[src/rtl/tone_pkg.sv]
// Shared definitions for the tone voice bank: note codes, voice state encoding, pitch table.
package tone_pkg;

    // Note codes (0 is a rest)
    localparam int unsigned REST = 0;
    localparam int unsigned A4   = 1;
    localparam int unsigned B4   = 2;
    localparam int unsigned C4   = 3;
    localparam int unsigned D4   = 4;
    localparam int unsigned E4   = 5;
    localparam int unsigned F4   = 6;
    localparam int unsigned G4   = 7;
    localparam int unsigned BF4  = 8;
    localparam int unsigned C5   = 9;
    localparam int unsigned CS5  = 10;
    localparam int unsigned D5   = 11;
    localparam int unsigned GS4  = 12;

    // Voice state encoding
    typedef logic [1:0] voice_state_t;
    localparam logic [1:0] ST_IDLE = 2'd0;
    localparam logic [1:0] ST_PLAY = 2'd1;
    localparam logic [1:0] ST_GAP  = 2'd2;

    // Half-period in 50 MHz clock cycles; unpopulated codes return 0 and play as rest
    function automatic int unsigned half_period(input int unsigned code);
        case (code)
            A4:      return 56818;
            B4:      return 50619;
            C4:      return 95556;
            D4:      return 85132;
            E4:      return 75843;
            F4:      return 71586;
            G4:      return 63776;
            BF4:     return 53630;
            C5:      return 47778;
            CS5:     return 45096;
            D5:      return 42566;
            GS4:     return 60197;
            default: return 0;
        endcase
    endfunction

endpackage

[src/rtl/tone_voice.sv]
// Single square-wave voice: request handshake, pitch phase counter, tick-based duration.
// Optional staccato tail (silent GAP state) when TONE_STACCATO_EN is defined.
module tone_voice
    import tone_pkg::*;
#(
    parameter int unsigned NOTE_W = 4,
    parameter int unsigned DIV_W  = 17,
    parameter int unsigned DUR_W  = 16
`ifdef TONE_STACCATO_EN
    , parameter int unsigned GAP_TICKS = 20
`endif
) (
    input  logic              clk,
    input  logic              rst,
    input  logic              tick,
    input  logic              stop,
    input  logic              req_valid,
    input  logic [NOTE_W-1:0] req_note,
    input  logic [DUR_W-1:0]  req_dur,
    output logic              req_ready,
    output logic              busy,
    output logic              wave
);

    voice_state_t      state, state_d;
    logic [DIV_W-1:0]  half, half_d;
    logic [DIV_W-1:0]  phase, phase_d;
    logic [DUR_W-1:0]  dur_cnt, dur_d;
    logic              wave_d;
    voice_state_t      start_state;
    logic              enter_gap;

`ifdef TONE_STACCATO_EN
    // Short notes are silent from the start; longer ones go silent for their last GAP_TICKS ticks
    assign start_state = (req_dur <= DUR_W'(GAP_TICKS)) ? ST_GAP : ST_PLAY;
    assign enter_gap   = (dur_cnt - DUR_W'(1)) == DUR_W'(GAP_TICKS);
`else
    assign start_state = ST_PLAY;
    assign enter_gap   = 1'b0;
`endif

    assign req_ready = (state == ST_IDLE) && !stop;
    assign busy      = (state != ST_IDLE);

    // State and datapath registers
    always_ff @(posedge clk) begin
        if (rst) begin
            state   <= ST_IDLE;
            half    <= '0;
            phase   <= '0;
            dur_cnt <= '0;
            wave    <= 1'b0;
        end else begin
            state   <= state_d;
            half    <= half_d;
            phase   <= phase_d;
            dur_cnt <= dur_d;
            wave    <= wave_d;
        end
    end

    // Next-state: stop overrides everything, otherwise accept / play / count down
    always_comb begin
        state_d = state;
        half_d  = half;
        phase_d = phase;
        dur_d   = dur_cnt;
        wave_d  = wave;
        if (stop) begin
            state_d = ST_IDLE;
            phase_d = '0;
            wave_d  = 1'b0;
        end else begin
            case (state)
                ST_IDLE: begin
                    if (req_valid && (req_dur != '0)) begin
                        state_d = start_state;
                        half_d  = DIV_W'(half_period(32'(req_note)));
                        dur_d   = req_dur;
                        phase_d = '0;
                        wave_d  = 1'b0;
                    end
                end
                ST_PLAY, ST_GAP: begin
                    if ((state == ST_PLAY) && (half != '0)) begin
                        if (phase == half - DIV_W'(1)) begin
                            phase_d = '0;
                            wave_d  = ~wave;
                        end else begin
                            phase_d = phase + DIV_W'(1);
                        end
                    end
                    if (tick) begin
                        if (dur_cnt == DUR_W'(1)) begin
                            state_d = ST_IDLE;
                            phase_d = '0;
                            wave_d  = 1'b0;
                        end else begin
                            dur_d = dur_cnt - DUR_W'(1);
                            if (enter_gap) begin
                                state_d = ST_GAP;
                                wave_d  = 1'b0;
                            end
                        end
                    end
                end
                default: begin
                    state_d = ST_IDLE;
                    wave_d  = 1'b0;
                end
            endcase
        end
    end

endmodule

[src/rtl/tone_voice_bank.sv]
// Multi-voice tone generator: shared duration prescaler, NUM_VOICES tone_voice instances,
// stop fan-out and registered OR mix for the speaker pin.
// Optional macro TONE_STACCATO_EN adds GAP_TICKS and a silent tail on every note.
module tone_voice_bank
    import tone_pkg::*;
#(
    parameter int unsigned NUM_VOICES = 2,
    parameter int unsigned NOTE_W     = 4,
    parameter int unsigned DIV_W      = 17,
    parameter int unsigned DUR_W      = 16,
    parameter int unsigned TICK_DIV   = 50000
`ifdef TONE_STACCATO_EN
    , parameter int unsigned GAP_TICKS = 20
`endif
) (
    input  logic                         clk,
    input  logic                         rst,
    input  logic [NUM_VOICES-1:0]        req_valid,
    output logic [NUM_VOICES-1:0]        req_ready,
    input  logic [NUM_VOICES*NOTE_W-1:0] req_note,
    input  logic [NUM_VOICES*DUR_W-1:0]  req_dur,
    input  logic                         stop,
    output logic [NUM_VOICES-1:0]        busy,
    output logic [NUM_VOICES-1:0]        wave,
    output logic                         out_mix
);

    localparam int unsigned TICK_W = (TICK_DIV > 1) ? $clog2(TICK_DIV) : 1;

    logic [TICK_W-1:0] pre_cnt;
    logic              tick;

    assign tick = (pre_cnt == TICK_W'(TICK_DIV - 1));

    // Free-running duration prescaler; only rst clears it
    always_ff @(posedge clk) begin
        if (rst) begin
            pre_cnt <= '0;
        end else if (tick) begin
            pre_cnt <= '0;
        end else begin
            pre_cnt <= pre_cnt + TICK_W'(1);
        end
    end

    for (genvar v = 0; v < NUM_VOICES; v++) begin : g_voice
        tone_voice #(
            .NOTE_W (NOTE_W),
            .DIV_W  (DIV_W),
            .DUR_W  (DUR_W)
`ifdef TONE_STACCATO_EN
            , .GAP_TICKS (GAP_TICKS)
`endif
        ) u_voice (
            .clk       (clk),
            .rst       (rst),
            .tick      (tick),
            .stop      (stop),
            .req_valid (req_valid[v]),
            .req_note  (req_note[v*NOTE_W +: NOTE_W]),
            .req_dur   (req_dur[v*DUR_W +: DUR_W]),
            .req_ready (req_ready[v]),
            .busy      (busy[v]),
            .wave      (wave[v])
        );
    end

    // Speaker output: OR of all voices, one cycle behind wave
    always_ff @(posedge clk) begin
        if (rst) begin
            out_mix <= 1'b0;
        end else begin
            out_mix <= |wave;
        end
    end

endmodule

[config.mk]
export PLATFORM = sky130hd
export DESIGN_NAME = tone_voice_bank
export DESIGN_NICKNAME = d
export VERILOG_FILES = /design/src/rtl/tone_pkg.sv /design/src/rtl/tone_voice.sv /design/src/rtl/tone_voice_bank.sv
export SDC_FILE = /design/constraint.sdc
export NUM_CORES = 1
export LEC_CHECK = 0
export ABC_AREA = 1
export CAP_MARGIN = 0
export CELL_PAD_IN_SITES_DETAIL_PLACEMENT = 1
export CELL_PAD_IN_SITES_GLOBAL_PLACEMENT = 2
export CORE_MARGIN = 2
export CORE_UTILIZATION = 33
export DETAILED_ROUTE_END_ITERATION = 8
export HOLD_SLACK_MARGIN = 0.12
export PLACE_DENSITY = 0.87
export SLEW_MARGIN = 40
export SYNTH_ARGS = -nofsm -noshare
export SYNTH_HDL_FRONTEND = slang
export SYNTH_SLANG_ARGS = --single-unit
[constraint.sdc]
create_clock -name clk -period 2.2 [get_ports clk]
set_input_delay 0.33 -clock clk [delete_from_list [all_inputs] [get_ports clk]]
set_output_delay 0.33 -clock clk [all_outputs]
set_load 0.05 [all_outputs]
==> metrics.txt <==
worst-case setup slack after placement -133 ps; worst setup path category flop to flop; pin count of the biggest net entering global routing 35; number of antenna violations at the first check in global routing 0; met1 WL 14.5 mm; wire length of the first global-routing pass 47.8 mm; hold path cells 2; clock latency at the later pin of the worst-skew pair 430 ps; Synth Instances 1431; Antenna Cells 0; area inside the core boundary 0.0260 mm²; Synth Net Count 1495; data arrival at the endpoint of the critical path 2450 ps; grt total ovfl 0; number of I/O port buffers 51; number of global-route vias before repair 9739; share of the cycle needed by the critical path after routing 97.5%; crit path time final 2140 ps; Clk Tree Root Cell clkbuf_16; total chip power 7.05 mW; warnings from Yosys 0; final net count 1617; register-to-register path setup slack 60 ps; Max Fclk 466 MHz; unrepaired setup endpoints after global routing true; commonest cells after routing, fill and taps aside nand2_1 (391), inv_1 (155), nor2_1 (150); sinks on the clock net 121; level count of the clock H-tree 4; DP HPWL 22.1 mm; crit start category flop; total number of vias 9666; worst hold endpoint pre_cnt[4]; Total Routed Length 29.3 mm; Seq/Total Area, Yosys 27.8%; Slew @ Worst Pin 517 ps; die outline area 0.0277 mm²; required arrival time at the worst endpoint 2510 ps; most common cell after layout, fill and taps aside nand2_1; TritonCTS Buffers 17; met2 wire len 13.8 mm; # Max-Cap Violations 0; antenna viol nets, final 0; setup TNS 0 ps; leakage 4.67 nW; iteration-0 DRC count of the detailed router 456; maximum clock insertion buffer count 2; average instance area after synthesis 6.08 µm²; final hold violation count 0; via/cell ratio 5.08; number of design rule violations left after detail routing 0; worst r2r path cells 15; global-route usage over all layers 20.6%; highest ir drop seen on vdd 0.000342 V; worst hold-check path type flop to flop; uppermost layer routed met4; Post-CTS Hold Buffers 0; clk slew on worst S/H paths 60 ps; reg-to-reg endpoint g_voice[1].u_voice.phase[12]; initial cell density of the core 33.5%; I/O pins 52; Finish-stage setup viols 0; number of unique standard cell types used by synthesis 46; CTS tree yes; routability cong. 0.871; routed length per instance 15.4 µm; outcome completed; areal power density over the cells 636 mW/mm²; post-synth design cell area 0.00871 mm²; setup skew after layout 14.5 ps; synth-to-layout area growth 27.3%; wire length on met3 538 µm; worst slew slack as a fraction of its limit 65.4%; max-slew violation total from the final report 0; share of post-route cells with drive strength above 1 15.4%; Setup crit end kind flop; critical hold path startpoint pre_cnt[4]; Std-Cell Rows 59; worst setup margin 55.3 ps; die height 166 µm; Die X 166 µm; critical-path maximum fanout 6; reg-to-reg critical path startpoint g_voice[1].u_voice.half[1]; Synth Register Bits 121; Pre-antenna DRT Iters 5
[critical path, stage by stage (launching register included)]
cell,delay (ps)
dfxtp_2,330
inv_2,70
ha_4,150
nand3_4,140
nor2_8,160
buf_6,110
nand3_1,120
nand3_1,130
nand2_1,60
inv_1,60
nand3_2,90
nor2_4,170
nand2_4,110
buf_4,170
nand3_1,70
a21oi_1,70
[registers in the layout, indices dropped and copies added, names as in the netlist]
signal	flops
g_voice.u_voice.dur_cnt	32
g_voice.u_voice.half	34
g_voice.u_voice.phase	34
g_voice.u_voice.state	2
g_voice.u_voice.wave	2
out_mix	1
pre_cnt	16
[per-stage QoR]
stage	hold WS [ps]	area, µm²	utilization [%]	std cells
floorplan	418	8710	-	1431
global placement	450	10100	39.0	1855
detailed placement	455	10100	39.0	1855
CTS	465	10800	41.4	1887
global route	504	11100	42.6	1901
finish	487	11100	42.6	1901
[kinds of logic after synthesis]
| group | count (synthesis) | synth area share [%] |
|---|---|---|
| AO/OA/AOI/OAI | 246 | 15.8 |
| flip-flops | 121 | 27.8 |
| AND/OR/NAND/NOR | 788 | 39.8 |
| XOR/XNOR | 37 | 3.72 |
| buffers and inverters | 220 | 10.1 |
| adder cells (fa/ha/maj) | 19 | 2.73 |
[worst max-delay path by stage]
| stage | start | endpoint | depth (start not counted) |
|---|---|---|---|
| finish | g_voice[1].u_voice.half[1] | g_voice[1].u_voice.phase[12] | 15 |
| global route | g_voice[1].u_voice.half[4] | g_voice[1].u_voice.phase[12] | 13 |
| detailed placement | req_dur[1] | g_voice[0].u_voice.half[10] | 9 |
| global placement | g_voice[1].u_voice.dur_cnt[1] | g_voice[1].u_voice.phase[3] | 11 |
| CTS | pre_cnt[1] | g_voice[1].u_voice.dur_cnt[12] | 11 |
| floorplan | g_voice[1].u_voice.half[0] | g_voice[1].u_voice.phase[16] | 16 |
[power breakdown]
part	switching [mW]	internal, mW	leakage [nW]
Sequential	0.0885	2.28	0.988
Clock	1.13	1.82	0.288
Combinational	1.05	0.671	3.39
Total	2.28	4.77	4.67
[layout make-up]
class,instances,area [µm²]
Clock inverter,14,174
Inverter,174,658
Tap cell,335,419
Clock buffer,18,439
Fill cell,3433,14900
Timing Repair Buffer,146,1350
Multi-Input combinational cell,1093,5610
Sequential cell,121,2430
[metal layers]
| metal | track usage (%) | vias up |
|---|---|---|
| met1 | 27.8 | 4617 |
| met2 | 35.2 | 100 |
| met4 | 5.43 | 0 |
| met3 | 2.04 | 30 |
| met5 | 0 | - |
| li1 | - | 4919 |
[cells in the mapped netlist, drive strengths merged]
cell type | n | area, µm²
nand2 | 405 | 1550
nor2 | 191 | 793
inv | 171 | 642
dfxtp | 121 | 2420
nand3 | 112 | 613
o21ai | 93 | 465
a21oi | 89 | 445
clkbuf | 28 | 105
nand4 | 25 | 156
nor3 | 25 | 135
xor2 | 24 | 210
a31oi | 21 | 131
ha | 19 | 238
buf | 18 | 125
o211ai | 13 | 97.6
xnor2 | 13 | 114
nor4 | 12 | 96.3
a211oi | 11 | 82.6
nand3b | 8 | 60.1
or2 | 8 | 50.1
o22ai | 5 | 31.3
a41oi | 4 | 35.0
clkinv | 3 | 11.3
o21bai | 3 | 22.5
nor3b | 2 | 15.0
o41ai | 2 | 17.5
a221oi | 1 | 8.76
a31o | 1 | 8.76
o2111ai | 1 | 8.76
o21a | 1 | 7.51
o221ai | 1 | 8.76
[timing repair]
item / CTS / global route
pin swaps: 0 / 22
setup endpoints to repair: 20 / 63
gates cloned: 0 / 5
gates resized for setup: 5 / 63
setup buffers: 0 / 9
(Power assumes the default switching activity.)
==> RTL edit 1, RTL diff (same settings) <==
`DIV_W` is set to 17 in 2 places; all go to 34.
--- a/src/rtl/tone_voice.sv
+++ b/src/rtl/tone_voice.sv
@@ -6,3 +6,3 @@
     parameter int unsigned NOTE_W = 4,
-    parameter int unsigned DIV_W  = 17,
+    parameter int unsigned DIV_W  = 34,
     parameter int unsigned DUR_W  = 16
--- a/src/rtl/tone_voice_bank.sv
+++ b/src/rtl/tone_voice_bank.sv
@@ -8,3 +8,3 @@
     parameter int unsigned NOTE_W     = 4,
-    parameter int unsigned DIV_W      = 17,
+    parameter int unsigned DIV_W      = 34,
     parameter int unsigned DUR_W      = 16,
Behaviour: no difference found for any inputs over 4 cycles, from zero or initial values and one cycle with rst high; that may be too few to reach the edited logic, so the function may still have changed.
==> RTL edit 1 against the unedited design <==
- the run now ends with negative setup slack left
- setup slack got worse by 0.68 ns
- sequential cell count up 34
- final area is 49% higher
- power rose by 28%
- count of clock-buffer cells in the layout down 1
- via count is 48% higher
- area after synthesis increased by 38%
- sequential power up 26%
- clock power increased by 13%
- maximum frequency fell by 24%
- routed wire length increased by 61%
- critical endpoint is now g_voice[1].u_voice.phase[17]
==> RTL edit 1: results (changes against the unedited design) <==
[placed_design]
io_buffers=51  ; unchanged
place_ws_ns=-0.753  ; -0.620 ns
dpl.hpwl_mm=35.6  ; +61%
place_area_um2=14900  ; +47%
place_inst=2676  ; +44%
gp_congestion=0.926  ; +6.4%

[critical_path]
critPathKind=flop to flop
r2r-start=g_voice[1].u_voice.half[1]
cp-endpoint=g_voice[1].u_voice.phase[17]
worstPathMaxFanout=4  ; -2
arrival_ns=3.19  ; +0.74 ns
reg2regPathDepth=24  ; +9

[global_route]
grt_pass1_vias=15093  ; +55%
grt_max_degree=27  ; -23%
grt_pass1_wl_mm=76.8  ; +60%
grt_usage=0.248  ; +0.0421
antenna_found_initial=0  ; unchanged

[power]
vdd_drop_max_mv=0.618  ; +80%
leakage_uw=0.00696  ; +49%

[worst_hold_path]
whs_path_depth=1  ; -1
hold_path_end=pre_cnt[0]
min_path_type=flop to flop
hp-start=pre_cnt[0]

[detailed_routing]
num_vias=14339  ; +48%
drt_wl_total_mm=47.2  ; +61%
viasPerCell=5.24  ; +3.1%
dr.first_iter.drc_count=611  ; +34%
firstDrtPassIters=5  ; unchanged

[logic_synthesis]
synthArstFlopShare=0  ; unchanged
ys_top_cells_by_area=dfxtp_1, nand2_1, inv_1, nor2_1, nand3_1
synth.top_cells.by_count=nand2_1, inv_1, nor2_1
seq_area_frac_synth=0.258  ; -0.0200
syn_inst=1995  ; +39%
synth_cell_type_count=53  ; +15%
synthesis.nets=2061  ; +38%
yosysWarnings=0  ; unchanged

[status]
status=finished, violations left
violations=negative setup slack

[timing]
finalSetupViolations=61  ; +61
worst_pin_slew_ns=0.585  ; +0.0681 ns
fin_ws_ns=-0.624  ; -0.679 ns
skew_ns=0.0159  ; +0.00140 ns

[final_layout]
drive_gt1_frac=0.237  ; +0.0830
layout.nets=2328  ; +44%
num_antenna_cells=0  ; unchanged
filler_cell_count=4756  ; +39%
reg_top3=g_voice.u_voice.phase x68, g_voice.u_voice.half x34, g_voice.u_voice.dur_cnt x32
synthToLayoutAreaGrowth_pct=37.1

[cts]
clk_pin_slew_worst_paths_ns=0.07
cts_buffers=17  ; unchanged
clock_path_buffers=2  ; unchanged
htree_levels=4  ; unchanged
clock_latency_ns=0.47  ; +0.04 ns
root_buffer=clkbuf_16

==> RTL edit 1: cell types whose count changed in the layout (fill, tap and decap cells not counted), moves of 18 or more <==
cell / before / now
nand3_1: 101 / 121
dfxtp_1: 116 / 146
nand3_2: 9 / 47
a21oi_2: 1 / 37
nor2_1: 150 / 204
nand4_1: 25 / 43
inv_1: 155 / 238
nor3_1: 20 / 40
nand2_1: 391 / 523
buf_4: 88 / 233
==> RTL edit 1: cells by family after synthesis <==
logic type / Yosys count / share of synthesized area
DFF: 155 / 0.258
and+or+nand+nor: 1136 / 0.428
xor gates and xnor gates: 50 / 0.0387
buffers and inverters: 322 / 0.106
AOI/OAI and AO/OA: 311 / 0.147
adders and majority gates: 21 / 0.0219
==> RTL edit 1: where the power goes <==
part           total (uW)  switching (uW)  internal, uW
sequential           2980            79.9          2900
combinational        2740            1560          1170
clock                3330            1490          1840
total                9040            3130          5900
==> RTL edit 1: per-stage QoR <==
| stage | hold slack, ns | setup TNS [ns] |
|---|---|---|
| final | 0.429 | -25.46 |
| after detailed placement | 0.448 | -31.67 |
| after global routing | 0.440 | -39.46 |
| after floorplan | 0.418 | -12.02 |
| after CTS | 0.450 | -22.86 |
| after global placement | 0.429 | -26.00 |
==> RTL edit 1: what timing repair did <==
action / 4_1_cts / 5_1_grt
pin swaps: 34 / 45
buffers inserted: 11 / 16
resized for setup: 71 / 110
endpoints found under the setup margin: 69 / 82
cloned: 1 / 2
==> RTL edit 1: worst max-delay path, stage by stage (launching register included) <==
cell and delay, ns:
dfxtp_2 0.33, inv_2 0.08, ha_4 0.15, nand3_4 0.09, nor2_4 0.11, inv_2 0.06, nor4_4 0.17, ha_1 0.29
nand2_1 0.06, inv_1 0.04, nor2_1 0.10, nand2_1 0.08, nor2_1 0.12, nand2_1 0.07, nor2_1 0.08, nand2_1 0.05
nor2_1 0.10, nand3_1 0.11, nor2_4 0.13, buf_4 0.13, nand2_2 0.10, nand3b_1 0.12, nand2_1 0.06, inv_1 0.06
nor2_1 0.04
==> RTL edit 1: layout make-up <==
type                       count  area share
inverter                     258      0.0591
tap                          461      0.0350
clock buffer                  17      0.0258
clock inverter                15      0.0124
multi-input combinational   1519       0.512
timing repair buffer         311       0.167
sequential                   155       0.189
==> RTL edit 1: per-layer routing <==
metal	share of wire	up-vias	GRT usage
met5	0	-	0
met4	0.022	0	0.0769
met3	0.035	81	0.0396
met2	0.49	250	0.437
met1	0.45	6956	0.310
li1	-	7052	-
==> RTL edit 2, RTL diff (same settings) <==
Without the edit above. Reset style: asynchronous (`rst`), changed in 3 clocked blocks.
--- a/src/rtl/tone_voice.sv
+++ b/src/rtl/tone_voice.sv
@@ -45,3 +45,3 @@
     // State and datapath registers
-    always_ff @(posedge clk) begin
+    always_ff @(posedge clk or posedge rst) begin
         if (rst) begin
--- a/src/rtl/tone_voice_bank.sv
+++ b/src/rtl/tone_voice_bank.sv
@@ -35,3 +35,3 @@
     // Free-running duration prescaler; only rst clears it
-    always_ff @(posedge clk) begin
+    always_ff @(posedge clk or posedge rst) begin
         if (rst) begin
@@ -68,3 +68,3 @@
     // Speaker output: OR of all voices, one cycle behind wave
-    always_ff @(posedge clk) begin
+    always_ff @(posedge clk or posedge rst) begin
         if (rst) begin
Check against the original RTL: differs if rst is asserted again (counterexample within 4 cycles, from zero or initial values and one cycle with rst high); with rst held inactive, the same outputs for 4 cycles.
==> RTL edit 2 against the unedited design <==
- clock power increased by 7.1%
- routed wire length decreased by 1.1%
- area after synthesis increased by 4.2%
- combinational power increased by 64%
- global-route usage decreased by 0.094 points
- sequential power increased by 21%
- die area increased by 4.0%
- setup slack improved by 0.032 ns
- cell count decreased by 4.5%
- maximum frequency increased by 1.5%
- sequential cell count unchanged
- final area increased by 3.9%
- power increased by 26%
==> RTL edit 2: results (changes against the unedited design) <==
[critical_path]
cp_slowest_stage_delay_ns=0.39  ; +0.06 ns
arrival_ns=2.43  ; -0.02 ns
crit_path_top_delay_cell=dfrtp_1

[placed_design]
place_ws_ns=-0.118  ; +0.0155 ns
dpl.hpwl_mm=21.7  ; -2.0%

[global_route]
grt_pass1_vias=9776  ; +0.38%
grt_use_met3=0.0294  ; +0.00895
grt_max_degree=67  ; +91%
met1_usage=0.259  ; -0.0192
grt_use_met2=0.367  ; +0.0145
grt_pass1_wl_mm=48.0  ; +0.26%
grt_usage=0.205  ; -0.000942

[detailed_routing]
dr.first_iter.drc_count=390  ; -14%
wire_per_inst_um=15.9  ; +3.5%
viasPerCell=5.13  ; +0.92%
wl_met3_um=763  ; +42%
dr_wl_met2_mm=14.6  ; +6.1%
met1_length_mm=13.0  ; -10%

[logic_synthesis]
seq_area_frac_synth=0.334  ; +0.0557
ys_top_cells_by_area=dfrtp_1, nand2_1, inv_1, nand3_1, nor2_1
synth.top_cells.by_count=nand2_1, inv_1, nor2_1

[timing]
skew_ns=0.0116  ; -0.00287 ns
hold_slack_ns=0.380  ; -0.107 ns
relSlewSlack=0.556  ; -0.0977

[power]
switching_share=0.361  ; +0.0374
vdd_drop_max_mv=0.512  ; +50%

[final_layout]
layout.nets=1526  ; -5.6%
filler_cell_count=3398  ; -1.0%
drive_gt1_frac=0.164  ; +0.0102

[status]
status=complete, no violations

[worst_hold_path]
min_path_type=primary input to asynchronous set/reset pin

-- RTL edit 2: path summary, 6_finish.rpt --
check                           cells past startpoint                             end
worst max-delay path                               14     g_voice[0].u_voice.phase[8]
worst min-delay path                                3  g_voice[0].u_voice.dur_cnt[14]
worst max register to register                     14     g_voice[0].u_voice.phase[8]
worst min register to register                      1                      pre_cnt[0]
max in group asynchronous                           3      g_voice[1].u_voice.half[4]
min in group clk                                    1                      pre_cnt[0]
-- RTL edit 2: layout make-up --
| cell class | instances | area, um^2 | area share |
|---|---|---|---|
| Clock inverter | 9 | 161 | 0.0140 |
| Multi-Input combinational cell | 1008 | 5440 | 0.472 |
| Timing Repair Buffer | 134 | 1280 | 0.111 |
| Tap cell | 341 | 427 | 0.0371 |
| Clock buffer | 23 | 498 | 0.0432 |
| Sequential cell | 121 | 3030 | 0.263 |
| Inverter | 180 | 679 | 0.0590 |
-- RTL edit 2: per-stage QoR --
stage	power (uW)	TNS (ns)	instance area, um^2	utilization	instances
CTS	8690	0	11200	0.415	1809
finish	8860	0	11500	0.427	1816
global route	9410	-0.630	11500	0.427	1816
detailed placement	5480	-1.99	10500	0.390	1777
floorplan	4560	0	9070	-	1348
global placement	5390	-0.376	10500	0.390	1777
-- RTL edit 2: cell families after synthesis --
group | synth area share
compound gates | 0.131
xor+xnor | 0.0501
fa+ha+maj | 0.0262
buf+inv | 0.0963
flops | 0.334
simple gates | 0.362
-- RTL edit 2: power groups by stage --
stage / combinational (uW) / sequential [uW] / clock (uW)
floorplan: 1770 / 2790 / 0
global placement: 2530 / 2860 / 0
detailed placement: 2600 / 2880 / 0
CTS: 2640 / 2840 / 3210
global route: 3200 / 2910 / 3300
finish: 2830 / 2870 / 3160
